## src/rtl/ddma_engine.sv

```systemverilog
// ddma_engine: single-channel memory-to-NoC DMA engine.
// A rising edge on cmd_in reads ceil(nbytes/B) words from local memory,
// starting at addr_in. Each word is split into R flits, sent least-significant first.
module ddma_engine #(
    parameter int MEMORY_BUS_WIDTH = 32,
    parameter int FLIT_WIDTH       = 16,
    parameter int ADDRESS          = 0
) (
    input  logic                          clock,
    input  logic                          reset,
    input  logic [MEMORY_BUS_WIDTH-3:0]   addr_in,
    input  logic [MEMORY_BUS_WIDTH-3:0]   nbytes_in,
    input  logic                          cmd_in,
    output logic [4:0]                    status_out,
    output logic [4:0]                    irq_out,
    output logic [MEMORY_BUS_WIDTH-3:0]   mem_addr_out,
    output logic                          mem_rd_out,
    input  logic [MEMORY_BUS_WIDTH-1:0]   mem_data_in,
    output logic [FLIT_WIDTH-1:0]         flit_out,
    output logic                          flit_valid_out,
    input  logic                          flit_ready_in
);

    localparam int AW   = MEMORY_BUS_WIDTH - 2;
    localparam int R    = MEMORY_BUS_WIDTH / FLIT_WIDTH;
    localparam int B    = MEMORY_BUS_WIDTH / 8;
    localparam int IDXW = (R > 1) ? $clog2(R) : 1;

    typedef enum logic [2:0] {
        S_IDLE,
        S_RD,
        S_WAIT,
        S_SEND,
        S_DONE
    } state_t;

    state_t                    state_q, state_d;
    logic                      cmd_q;
    logic [AW-1:0]             addr_q;
    logic [AW:0]               words_q;
    logic [MEMORY_BUS_WIDTH-1:0] buf_q;
    logic [IDXW-1:0]           idx_q;
    logic                      done_q, zero_q, ovr_q;
    logic                      start;
    logic                      stall;
    logic [AW:0]               words_calc;
    logic [FLIT_WIDTH-1:0]     flit_sel;

    assign start = cmd_in & ~cmd_q;

    // Word count, computed one bit wider than nbytes so the round-up add cannot overflow
    always_comb begin
        words_calc = ({1'b0, nbytes_in} + (AW+1)'(B - 1)) / (AW+1)'(B);
    end

    // Select the current flit out of the buffered word
    always_comb begin
        flit_sel = '0;
        for (int unsigned i = 0; i < R; i++) begin
            if (idx_q == IDXW'(i)) begin
                flit_sel = buf_q[i*FLIT_WIDTH +: FLIT_WIDTH];
            end
        end
    end

    // State register
    always_ff @(posedge clock) begin
        if (reset) begin
            state_q <= S_IDLE;
        end else begin
            state_q <= state_d;
        end
    end

    // Next-state logic and per-state outputs
    always_comb begin
        state_d        = state_q;
        mem_rd_out     = 1'b0;
        mem_addr_out   = '0;
        flit_valid_out = 1'b0;
        flit_out       = '0;
        irq_out        = '0;
        stall          = 1'b0;
        case (state_q)
            S_IDLE: begin
                if (start) begin
                    state_d = (words_calc == '0) ? S_DONE : S_RD;
                end
            end
            S_RD: begin
                mem_rd_out   = 1'b1;
                mem_addr_out = addr_q;
                state_d      = S_WAIT;
            end
            S_WAIT: begin
                state_d = S_SEND;
            end
            S_SEND: begin
                flit_valid_out = 1'b1;
                flit_out       = flit_sel;
                stall          = ~flit_ready_in;
                if (flit_ready_in && (idx_q == IDXW'(R - 1))) begin
                    state_d = (words_q != '0) ? S_RD : S_DONE;
                end
            end
            S_DONE: begin
                irq_out[ADDRESS] = 1'b1;
                state_d          = S_IDLE;
            end
            default: begin
                state_d = S_IDLE;
            end
        endcase
    end

    // Datapath: command edge detect, address/word counters, word buffer, sticky status
    always_ff @(posedge clock) begin
        if (reset) begin
            cmd_q   <= 1'b1;
            addr_q  <= '0;
            words_q <= '0;
            buf_q   <= '0;
            idx_q   <= '0;
            done_q  <= 1'b0;
            zero_q  <= 1'b0;
            ovr_q   <= 1'b0;
        end else begin
            cmd_q <= cmd_in;
            case (state_q)
                S_IDLE: begin
                    if (start) begin
                        addr_q  <= addr_in;
                        words_q <= words_calc;
                        done_q  <= 1'b0;
                        zero_q  <= (words_calc == '0);
                        ovr_q   <= 1'b0;
                    end
                end
                S_WAIT: begin
                    buf_q   <= mem_data_in;
                    addr_q  <= addr_q + 1'b1;
                    words_q <= words_q - 1'b1;
                    idx_q   <= '0;
                end
                S_SEND: begin
                    if (flit_ready_in) begin
                        idx_q <= idx_q + 1'b1;
                    end
                end
                S_DONE: begin
                    done_q <= 1'b1;
                end
                default: begin
                end
            endcase
            if (start && (state_q != S_IDLE)) begin
                ovr_q <= 1'b1;
            end
        end
    end

    assign status_out = {stall, ovr_q, zero_q, done_q, (state_q != S_IDLE)};

endmodule

```

## config.mk

```make
export PLATFORM = sky130hd
export DESIGN_NAME = ddma_engine
export DESIGN_NICKNAME = d
export VERILOG_FILES = /design/src/rtl/ddma_engine.sv
export SDC_FILE = /design/constraint.sdc
export NUM_CORES = 1
export LEC_CHECK = 0
export CAP_MARGIN = 10
export CORE_ASPECT_RATIO = 0.7
export CORE_MARGIN = 4
export CORE_UTILIZATION = 50
export DETAILED_ROUTE_END_ITERATION = 12
export PLACE_DENSITY = 0.82
export SYNTH_ARGS = -nofsm -noshare
export SYNTH_HDL_FRONTEND = slang
export SYNTH_SLANG_ARGS = --single-unit
```

## constraint.sdc

```tcl
create_clock -name clock -period 4.4 [get_ports clock]
set_input_delay 0.88 -clock clock [delete_from_list [all_inputs] [get_ports clock]]
set_output_delay 0.88 -clock clock [all_outputs]
set_load 0.02 [all_outputs]
```

==> results of run 1 <==
[layout make-up]
| type | count | area (um^2) |
|---|---|---|
| Clock buffer | 9 | 225.2 |
| Clock inverter | 7 | 61.31 |
| Fill cell | 1002 | 3540 |
| Inverter | 12 | 45.04 |
| Multi-Input combinational cell | 640 | 3625 |
| Sequential cell | 101 | 2022 |
| Tap cell | 153 | 191.4 |
| Timing Repair Buffer | 160 | 1582 |
[power groups by stage]
stage                     Clock, uW  Sequential [uW]  Combinational, uW
final                           757             1080                734
after detailed placement          0             1100                723
after global placement            0             1100                713
after global routing            806             1090                821
after CTS                       768             1080                728
after floorplan                   0             1070                494
[how the worst min path moves through the flow]
stage | startpoint | to | slack, ns | cells after the start
2_1_floorplan | buf_q[0] | buf_q[0] | 0.44 | 2
3_5_place_dp | buf_q[2] | buf_q[2] | 0.45 | 2
3_3_place_gp | buf_q[10] | buf_q[10] | 0.44 | 2
5_1_grt | buf_q[14] | buf_q[14] | 0.47 | 2
6_report | buf_q[21] | buf_q[21] | 0.45 | 2
4_1_cts | buf_q[21] | buf_q[21] | 0.46 | 2
[state kept, by name, indices dropped and copies added, names as in the netlist]
register / count
addr_q: 30
buf_q: 32
cmd_q: 1
done_q: 1
idx_q: 1
ovr_q: 1
state_q: 3
words_q: 31
zero_q: 1
[layer usage]
metal	track usage [%]	up-vias	share of wire, %
li1	-	3109	-
met1	35.87	2837	49
met2	34.86	252	42
met3	5.153	11	8.6
met4	4.404	0	0.82
met5	0	-	0
[metrics by stage]
step	area (um^2)	utilization [%]	hold slack [ns]	cells
after floorplan	5918	-	0.4357	807
after global placement	7465	66.11	0.4419	1066
after detailed placement	7465	66.11	0.4485	1066
after CTS	7751	68.65	0.4582	1082
after global routing	7751	68.65	0.4717	1082
final	7751	68.65	0.4550	1082
[logic make-up after synthesis]
logic type	after synthesis	share of synthesized area, %
and+or+nand+nor	387	31.50
AOI/OAI and AO/OA	197	20.82
DFF	101	34.23
buffers and inverters	66	4.935
xor gates and xnor gates	25	3.707
muxes	25	4.321
adders and majority gates	2	0.4236
other	1	0.06348
[worst reg2reg max path, delay by kind of cell (launching register included)]
family | cells | cell delay [ns]
AO/OA/AOI/OAI | 2 | 0.23
buffers and inverters | 1 | 0.22
flip-flops | 1 | 0.51
AND/OR/NAND/NOR | 5 | 1.79
[synthesized netlist by cell type, drive strengths merged (2+ instances only)]
cell / count / area (um^2)
a22oi: 3 / 22.52
nor3: 29 / 156.4
ha: 2 / 25.02
o22ai: 4 / 25.02
o41ai: 2 / 17.52
dfxtp: 101 / 2022
o31ai: 2 / 15.01
a221oi: 7 / 61.31
xor2: 12 / 105.1
inv: 12 / 45.04
a21o: 2 / 15.01
a31oi: 9 / 56.30
nand3: 29 / 145.1
nor2: 97 / 364.1
a2bb2oi: 2 / 17.52
a21oi: 84 / 420.4
clkbuf: 38 / 142.6
o211ai: 12 / 95.09
nor4: 12 / 81.33
and2: 32 / 200.2
o311ai: 3 / 26.28
nor4b: 2 / 17.52
o221ai: 2 / 17.52
or2: 4 / 25.02
or4: 5 / 45.04
a211oi: 7 / 52.55
buf: 16 / 103.8
nand2: 124 / 465.5
o21a: 3 / 22.52
or3: 11 / 70.07
mux2: 4 / 45.04
o21ai: 33 / 165.2
xnor2: 13 / 113.9
nor2b: 6 / 37.54
a311oi: 5 / 43.79
and3: 8 / 50.05
a21boi: 2 / 15.01
mux2i: 21 / 210.2
a2111oi: 7 / 67.56
nor3b: 8 / 65.06
nand4: 14 / 87.58
==> impl_metrics.json, run 1 <==
{
  "outcome": "finished, final reports clean",
  "final_antenna_net_count": 0,
  "worst_r2r_startpoint": "state_q[1]",
  "final.period_utilization_pct": 78.67,
  "worst_slew_margin_relative_to_its_limit_pct": 36.05,
  "cpMaxStageDelayCell": "sky130_fd_sc_hd__or4_4",
  "io_buffer_count": 149,
  "dp_slack_ns": 0.5910,
  "hpwl_reported_at_the_end_of_detailed_placement_mm": 11.81,
  "timing.hold.worst.class": "flop to flop",
  "h-tree-depth": 3,
  "tightestPinTransition_ns": 0.9459,
  "power.share.sequential_pct": 42.1,
  "post_cts_resize_count": 0,
  "relative_contribution_of_combinational_cells_to_total_power_pct": 28.5,
  "crit_path_max_incr_delay_ns": 0.61,
  "finalNetCount": 1022,
  "place.gp.congestion": 0.9079,
  "grt_use_total_pct": 23.75,
  "synth_async_sr_flop_share_pct": 0,
  "cell_rows": 32,
  "post_synth.cell_area_avg_um2": 7.347,
  "grt_pass1_vias": 5569,
  "critical_path.reg2reg.endpoint": "addr_q[22]",
  "start_util_pct": 52.32,
  "clock_root_buffer": "sky130_fd_sc_hd__clkbuf_16",
  "clk-insertion-delay-late_ns": 0.35,
  "netlist_area_um2": 5907,
  "detail_route.first_pass.iterations": 5,
  "detail_route.wirelength_mm": 16.45,
  "critPathKind": "input port to flop",
  "ios": 154,
  "intPower_uw": 1700,
  "yosys_most_used_dff": "sky130_fd_sc_hd__dfxtp_1",
  "clkSlewWorstSetupHoldPaths_ns": 0.07,
  "clockBufferDepth": 2,
  "p_total_uw": 2572,
  "overall_via_count_from_detail_route": 6209,
  "share_clk_of_total_power_pct": 29.4,
  "die_area_um2": 13640,
  "num_antenna_cells": 0,
  "grt_max_degree": 60,
  "rsz_0062_raised_after_global_routing": "false",
  "setup.reg_to_reg.worst_slack_ns": 1.59,
  "die_height_um": 98.94,
  "critical_path.endpoint": "zero_q",
  "average_wire_per_cell_in_the_routed_design_um": 15.20,
  "power_leakage_uw": 0.002618,
  "setup_viol": 0,
  "timing_hold_violations_final": 0,
  "layout-drive-gt1-share_pct": 5.274,
  "synthesis.yosys.warnings": 0,
  "sw_frac_of_total_pct": 33.93,
  "critPathArrivalTime_ns": 3.73,
  "synth_seq_cells": 101,
  "cpMostUsedCell": "sky130_fd_sc_hd__or4_4",
  "edff_count_synth": 0,
  "final-max-slew-violation-count": 0,
  "cts_buffers": 9,
  "vdd_ir_drop_max_uv": 207.0,
  "fmax_mhz": 288.9,
  "worst_setup_path_end_kind": "flop",
  "layout_commonest_cell": "sky130_fd_sc_hd__clkdlybuf4s50_1",
  "timing.final.ws_setup_ns": 0.9386,
  "cellPowerDensity_nw_per_um2": 331.8,
  "antenna_found_initial": 0,
  "setup.worst_path.start_class": "input port",
  "netSwitchingPower_uw": 872.6,
  "area_delta_synth_final_pct": 31.22,
  "layout.cells.most_common_list": "148 x sky130_fd_sc_hd__clkdlybuf4s50_1, 124 x sky130_fd_sc_hd__nand2_1, 101 x sky130_fd_sc_hd__dfxtp_1, 97 x sky130_fd_sc_hd__nor2_1, 84 x sky130_fd_sc_hd__a21oi_1",
  "tns_ns": 0,
  "synth.distinct_cells": 66,
  "period_needed_ns": 3.461,
  "reg2reg_depth": 8,
  "post_drt_via_cell_ratio": 5.738,
  "synth.yosys.seq_area_share_pct": 34.23,
  "grt_first_pass_wirelength_mm": 26.92,
  "grt.overflow.total": 0,
  "path_cells": "clkdlybuf4s50_1, o211ai_2, or4_4, or4_4, xor2_1, nand4_1, or3_1, a21oi_1",
  "worst_path_dominant_cell_family": "simple AND/OR/NAND/NOR gates",
  "cts_hold_buf": 0,
  "synth_cells": 804,
  "cts.sinks": 101,
  "crit_path_max_fanout": 6,
  "crit_start": "nbytes_in[2]",
  "path_buf_inv": 1,
  "design.core.area_um2": 11290,
  "timing.clock.skew_ns": 0.006768,
  "first_iteration_detailed_routing_drc_count": 507,
  "cts_setup_buffers": 0,
  "tritoncts_clock_tree": "done",
  "dieWidth_um": 137.9,
  "path_depth": 8,
  "remaining_drc_errors": 0,
  "critPathRequiredTime_ns": 4.67,
  "cap_viol_max_count": 0
}
(Power assumes the default switching activity.)
==> run 2: changes to the inputs <==
CORE_UTILIZATION = 45   (was 50)
PLACE_DENSITY = 0.78   (was 0.82)
clock period = 3.1 ns   (was 4.4 ns; I/O delays follow)
==> run 2 against run 1 <==
- global-route usage decreased by 1.8 points
- register-to-register slack worse by 1.2 ns
- sequential share of layout area fell by 0.97 points
- wire length up 4.2%
- first-iteration DRC count down 12%
- critical path type unchanged
- non-clock buffer count grew 36
- final cell count grew 4.2%
- count of clock-buffer cells in the layout unchanged
- critical endpoint is now state_q[2]
- highest routed layer unchanged
- total power grew 45%
- utilization is 4.9 points lower
- die area is 10% higher
- cell area is 3.8% higher
==> impl_metrics.json, run 2 (synthesis gave the netlist of run 1 again) <==
{
  "die_area_um2": 15050,
  "grt_first_pass_wirelength_mm": 28.22,
  "finalNetCount": 1058,
  "start_util_pct": 46.75,
  "num_antenna_cells": 0,
  "cts_setup_buffers": 0,
  "clockBufferDepth": 2,
  "first_iteration_detailed_routing_drc_count": 445,
  "crit_path_max_incr_delay_ns": 0.60,
  "tightestPinTransition_ns": 1.117,
  "detail_route.wirelength_mm": 17.14,
  "layout_top_registers": "buf_q: 32 flops, words_q: 31 flops, addr_q: 30 flops",
  "average_wire_per_cell_in_the_routed_design_um": 15.21,
  "hpwl_reported_at_the_end_of_detailed_placement_mm": 12.47,
  "setup_viol": 0,
  "path_cells": "clkdlybuf4s50_1, o211ai_2, or4_4, or4_4, xor2_2, nand4_1, buf_4, nor3_1, o211a_1",
  "grt_pass1_vias": 5669,
  "grt_use_total_pct": 21.98,
  "layout.cells.most_common_list": "148 x sky130_fd_sc_hd__clkdlybuf4s50_1, 124 x sky130_fd_sc_hd__nand2_1, 101 x sky130_fd_sc_hd__dfxtp_1, 97 x sky130_fd_sc_hd__nor2_1, 84 x sky130_fd_sc_hd__a21oi_1",
  "clock_root_buffer": "sky130_fd_sc_hd__clkbuf_16",
  "setup.worst_path.start_class": "input port",
  "vdd_ir_drop_max_uv": 290.2,
  "dieWidth_um": 144.9,
  "regMostFlops": "buf_q",
  "period_needed_ns": 2.996,
  "area.sequential_um2": 2022,
  "area_of_the_multi_input_gates_um2": 3632,
  "outcome": "finished, final reports clean",
  "reg2reg_depth": 7,
  "grt_max_degree": 71,
  "critPathRequiredTime_ns": 3.39,
  "timing.final.ws_setup_ns": 0.1044,
  "remaining_drc_errors": 0,
  "final_antenna_net_count": 0,
  "final.period_utilization_pct": 96.63,
  "design.core.area_um2": 12630,
  "timing.hold.worst.class": "flop to flop",
  "rsz_0062_raised_after_global_routing": "false",
  "h-tree-depth": 3,
  "grt.overflow.total": 0,
  "cts.sinks": 101,
  "largest_reg_flops": 32,
  "cpMostUsedCell": "sky130_fd_sc_hd__or4_4",
  "post_drt_via_cell_ratio": 5.599,
  "crit_path_max_fanout": 6,
  "cellPowerDensity_nw_per_um2": 461.9,
  "clk-insertion-delay-late_ns": 0.35,
  "p_total_uw": 3718,
  "cts_buffers": 9,
  "timing.clock.skew_ns": 0.008848,
  "ios": 154,
  "dp_slack_ns": -0.3088,
  "overall_via_count_from_detail_route": 6310,
  "clkSlewWorstSetupHoldPaths_ns": 0.07,
  "cell_count_of_the_worst_hold_path": 2,
  "fillerInstances": 1159,
  "layout_commonest_cell": "sky130_fd_sc_hd__clkdlybuf4s50_1",
  "final-max-slew-violation-count": 0,
  "cpMaxStageDelayCell": "sky130_fd_sc_hd__or4_4",
  "timing_hold_violations_final": 0,
  "critPathArrivalTime_ns": 3.29,
  "tns_ns": 0,
  "cell_rows": 34,
  "layout-drive-gt1-share_pct": 8.912,
  "post-route-cell-area_um2": 8049,
  "die_height_um": 103.9,
  "post_cts_resize_count": 0,
  "cts_hold_buf": 0,
  "detail_route.first_pass.iterations": 5,
  "tritoncts_clock_tree": "done",
  "placement.cell_area_um2": 7761,
  "worst_setup_path_end_kind": "flop",
  "antenna_found_initial": 0,
  "area_delta_synth_final_pct": 36.26,
  "fmax_mhz": 333.8,
  "io_buffer_count": 149,
  "critPathKind": "input port to flop",
  "fin_hold_ws_ns": 0.4540,
  "place.gp.congestion": 0.8358,
  "cap_viol_max_count": 0,
  "power_leakage_uw": 0.002800,
  "worst_slew_margin_relative_to_its_limit_pct": 25.24
}
==> run 2: final cells by class <==
class	instances	share of cell area, %
clock inverter	7	0.6840
inverter	12	0.5596
sequential	101	25.12
timing repair buffer	196	23.19
multi-input combinational	640	45.13
clock buffer	9	2.798
tap	162	2.518
==> run 2: routing by layer <==
metal	vias to the layer above	share of wire, %	global-route usage, %
met4	0	1.2	4.949
met1	2895	50	32.71
met2	231	42	32.40
li1	3171	-	-
met5	-	0	0
met3	13	6.6	4.878
==> run 2: stage by stage <==
stage          cells  utilization (%)
6_report        1127            63.71
5_1_grt         1127            63.71
4_1_cts         1127            63.65
3_5_place_dp    1111            61.43
3_3_place_gp    1111            61.43
2_1_floorplan    807                -
==> run 2: final timing paths <==
path | start | endpoint | slack [ns]
worst min register to register | buf_q[10] | buf_q[10] | 0.45
worst max register to register | addr_q[9] | addr_q[25] | 0.40
worst max-delay path | nbytes_in[2] | state_q[2] | 0.10
worst min-delay path | buf_q[10] | buf_q[10] | 0.45
==> run 2: worst max-delay path: cells and delay by family <==
kind	cells	cell delay, ns
and+or+nand+nor	4	1.54
buffers and inverters	2	0.70
AOI/OAI and AO/OA	2	0.27
xor gates and xnor gates	1	0.17
==> run 2: power by group <==
part	leakage, uW	switching, uW	internal, uW
sequential	0.000822	114	1420
combinational	0.00184	619	488
clock	0.000139	519	556
==> run 3: changes to the inputs <==
CORE_ASPECT_RATIO = not set   (was 0.7)
==> run 3 against run 2 <==
- hold slack better by 0.00072 ns
- setup slack gained 0.035 ns
- final cell count increased by 1.1%
- sequential power barely moved
- combinational power about the same
- non-clock buffer count rose by 2
==> impl_metrics.json, run 3 (synthesis gave the netlist of run 1 again) <==
{
  "critPathRequiredTime_ns": 3.37,
  "grt_first_pass_wirelength_mm": 27.21,
  "clkSlewWorstSetupHoldPaths_ns": 0.07,
  "rsz_0062_raised_after_global_routing": "false",
  "average_wire_per_cell_in_the_routed_design_um": 14.83,
  "cap_viol_max_count": 0,
  "vdd_ir_drop_max_uv": 275.1,
  "period_needed_ns": 2.960,
  "timing.clock.skew_ns": 0.005425,
  "fmax_mhz": 337.8,
  "num_antenna_cells": 0,
  "detail_route.first_pass.iterations": 5,
  "instances_no_fill": 1139,
  "cts_buffers": 9,
  "cpMaxStageDelayCell": "sky130_fd_sc_hd__or4_4",
  "final_antenna_net_count": 0,
  "cell_count_of_the_worst_hold_path": 2,
  "detail_route.wirelength_mm": 16.89,
  "final.period_utilization_pct": 95.49,
  "cpMostUsedCell": "sky130_fd_sc_hd__or4_4",
  "setup.reg_to_reg.worst_slack_ns": 0.45,
  "cts_hold_buf": 0,
  "critPathKind": "input port to flop",
  "layout_commonest_cell": "sky130_fd_sc_hd__clkdlybuf4s50_1",
  "worst_setup_path_end_kind": "flop",
  "layout.core_utilization_pct": 63.55,
  "dp.cells": 1123,
  "die_area_um2": 15020,
  "tightestPinTransition_ns": 0.5972,
  "remaining_drc_errors": 0,
  "cell_rows": 41,
  "clk-insertion-delay-late_ns": 0.34,
  "reg2reg_depth": 7,
  "area_delta_synth_final_pct": 36.88,
  "final-max-slew-violation-count": 0,
  "setup.worst_path.start_class": "input port",
  "ios": 154,
  "grt.overflow.total": 0,
  "die_height_um": 122.6,
  "worst_slew_margin_relative_to_its_limit_pct": 60.19,
  "overall_via_count_from_detail_route": 6356,
  "layout.cells.most_common_list": "148 x sky130_fd_sc_hd__clkdlybuf4s50_1, 124 x sky130_fd_sc_hd__nand2_1, 101 x sky130_fd_sc_hd__dfxtp_1, 97 x sky130_fd_sc_hd__nor2_1, 84 x sky130_fd_sc_hd__a21oi_1",
  "cts.sinks": 101,
  "setup_viol": 0,
  "p_total_uw": 3838,
  "tritoncts_clock_tree": "done",
  "crit_path_max_incr_delay_ns": 0.62,
  "io_buffer_count": 149,
  "antenna_found_initial": 0,
  "timing.hold.worst.class": "flop to flop",
  "regMostFlops": "buf_q",
  "first_iteration_detailed_routing_drc_count": 539,
  "cts_setup_buffers": 0,
  "start_util_pct": 46.43,
  "critPathArrivalTime_ns": 3.23,
  "clockBufferDepth": 2,
  "dieWidth_um": 122.6,
  "cellPowerDensity_nw_per_um2": 474.8,
  "path_cells": "clkdlybuf4s50_1, o211ai_2, or4_4, or4_4, xor2_2, nand4_1, or3_1, a21oi_1",
  "grt_pass1_vias": 5767,
  "grt_max_degree": 58,
  "timing_hold_violations_final": 0,
  "hpwl_reported_at_the_end_of_detailed_placement_mm": 12.44,
  "worst_path_dominant_cell_family": "simple AND/OR/NAND/NOR gates",
  "grt_use_total_pct": 21.91,
  "largest_reg_flops": 32,
  "layout-drive-gt1-share_pct": 8.893,
  "design.core.area_um2": 12720,
  "clock_root_buffer": "sky130_fd_sc_hd__clkbuf_16",
  "place.gp.congestion": 0.8654,
  "layout_top_registers": "buf_q: 32 flops, words_q: 31 flops, addr_q: 30 flops",
  "power_leakage_uw": 0.002808,
  "path_buf_inv": 1,
  "path_depth": 8,
  "post_drt_via_cell_ratio": 5.580,
  "h-tree-depth": 3,
  "crit_path_max_fanout": 5,
  "outcome": "finished, final reports clean",
  "finalNetCount": 1060
}
## run 3: metal layers
layer / track usage, % / up-vias / part of all wire [%]
met1: 29.32 / 2913 / 44
met2: 36.65 / 232 / 48
met3: 3.318 / 19 / 5.8
met4: 6.438 / 0 / 1.3
li1: - / 3192 / -
met5: 0 / - / 0
## run 3: worst register-to-register path, cell delays in order, from the launching register on
cell and delay (ns):
sky130_fd_sc_hd__dfxtp_1 0.44, sky130_fd_sc_hd__nand4_1 0.19, sky130_fd_sc_hd__or4_1 0.55, sky130_fd_sc_hd__nor2_1 0.25, sky130_fd_sc_hd__nand2_1 0.15, sky130_fd_sc_hd__nor2_1 0.41
sky130_fd_sc_hd__a311oi_1 0.16, sky130_fd_sc_hd__a2111oi_0 0.38
## run 3: timing repair
item,in CTS,in global routing
gates resized for setup,0,1
hold endpoints to repair,0,0
endpoints found under the setup margin,0,2
## run 3: power by group
group	switching [uW]	internal, uW	leakage, uW
Combinational	623	484	0.00184
Sequential	111	1420	0.000822
Clock	488	711	0.000146
## run 3: per-stage QoR
step                cell area, um^2  worst slack (ns)  hold slack (ns)  setup TNS, ns
floorplan                      5918            0.3097           0.4357              0
global placement               7761           -0.1583           0.4418        -0.5666
detailed placement             7761           -0.2422           0.4458        -0.8162
CTS                            8078           0.09410           0.4555              0
global route                   8085           0.04885           0.4725              0
finish                         8085            0.1398           0.4548              0
## run 3: layout make-up
class / count / area [um^2]
Sequential cell: 101 / 2022
Fill cell: 1206 / 4637
Inverter: 12 / 45.04
Tap cell: 172 / 215.2
Multi-Input combinational cell: 640 / 3632
Timing Repair Buffer: 198 / 1854
Clock inverter: 5 / 83.83
Clock buffer: 11 / 232.7
## run 3: path summary, 6_finish.rpt
kind,startpoint,end
setup / recovery,nbytes_in[0],zero_q
hold / removal,buf_q[26],buf_q[26]
setup reg to reg,addr_q[9],addr_q[27]
hold reg to reg,buf_q[26],buf_q[26]
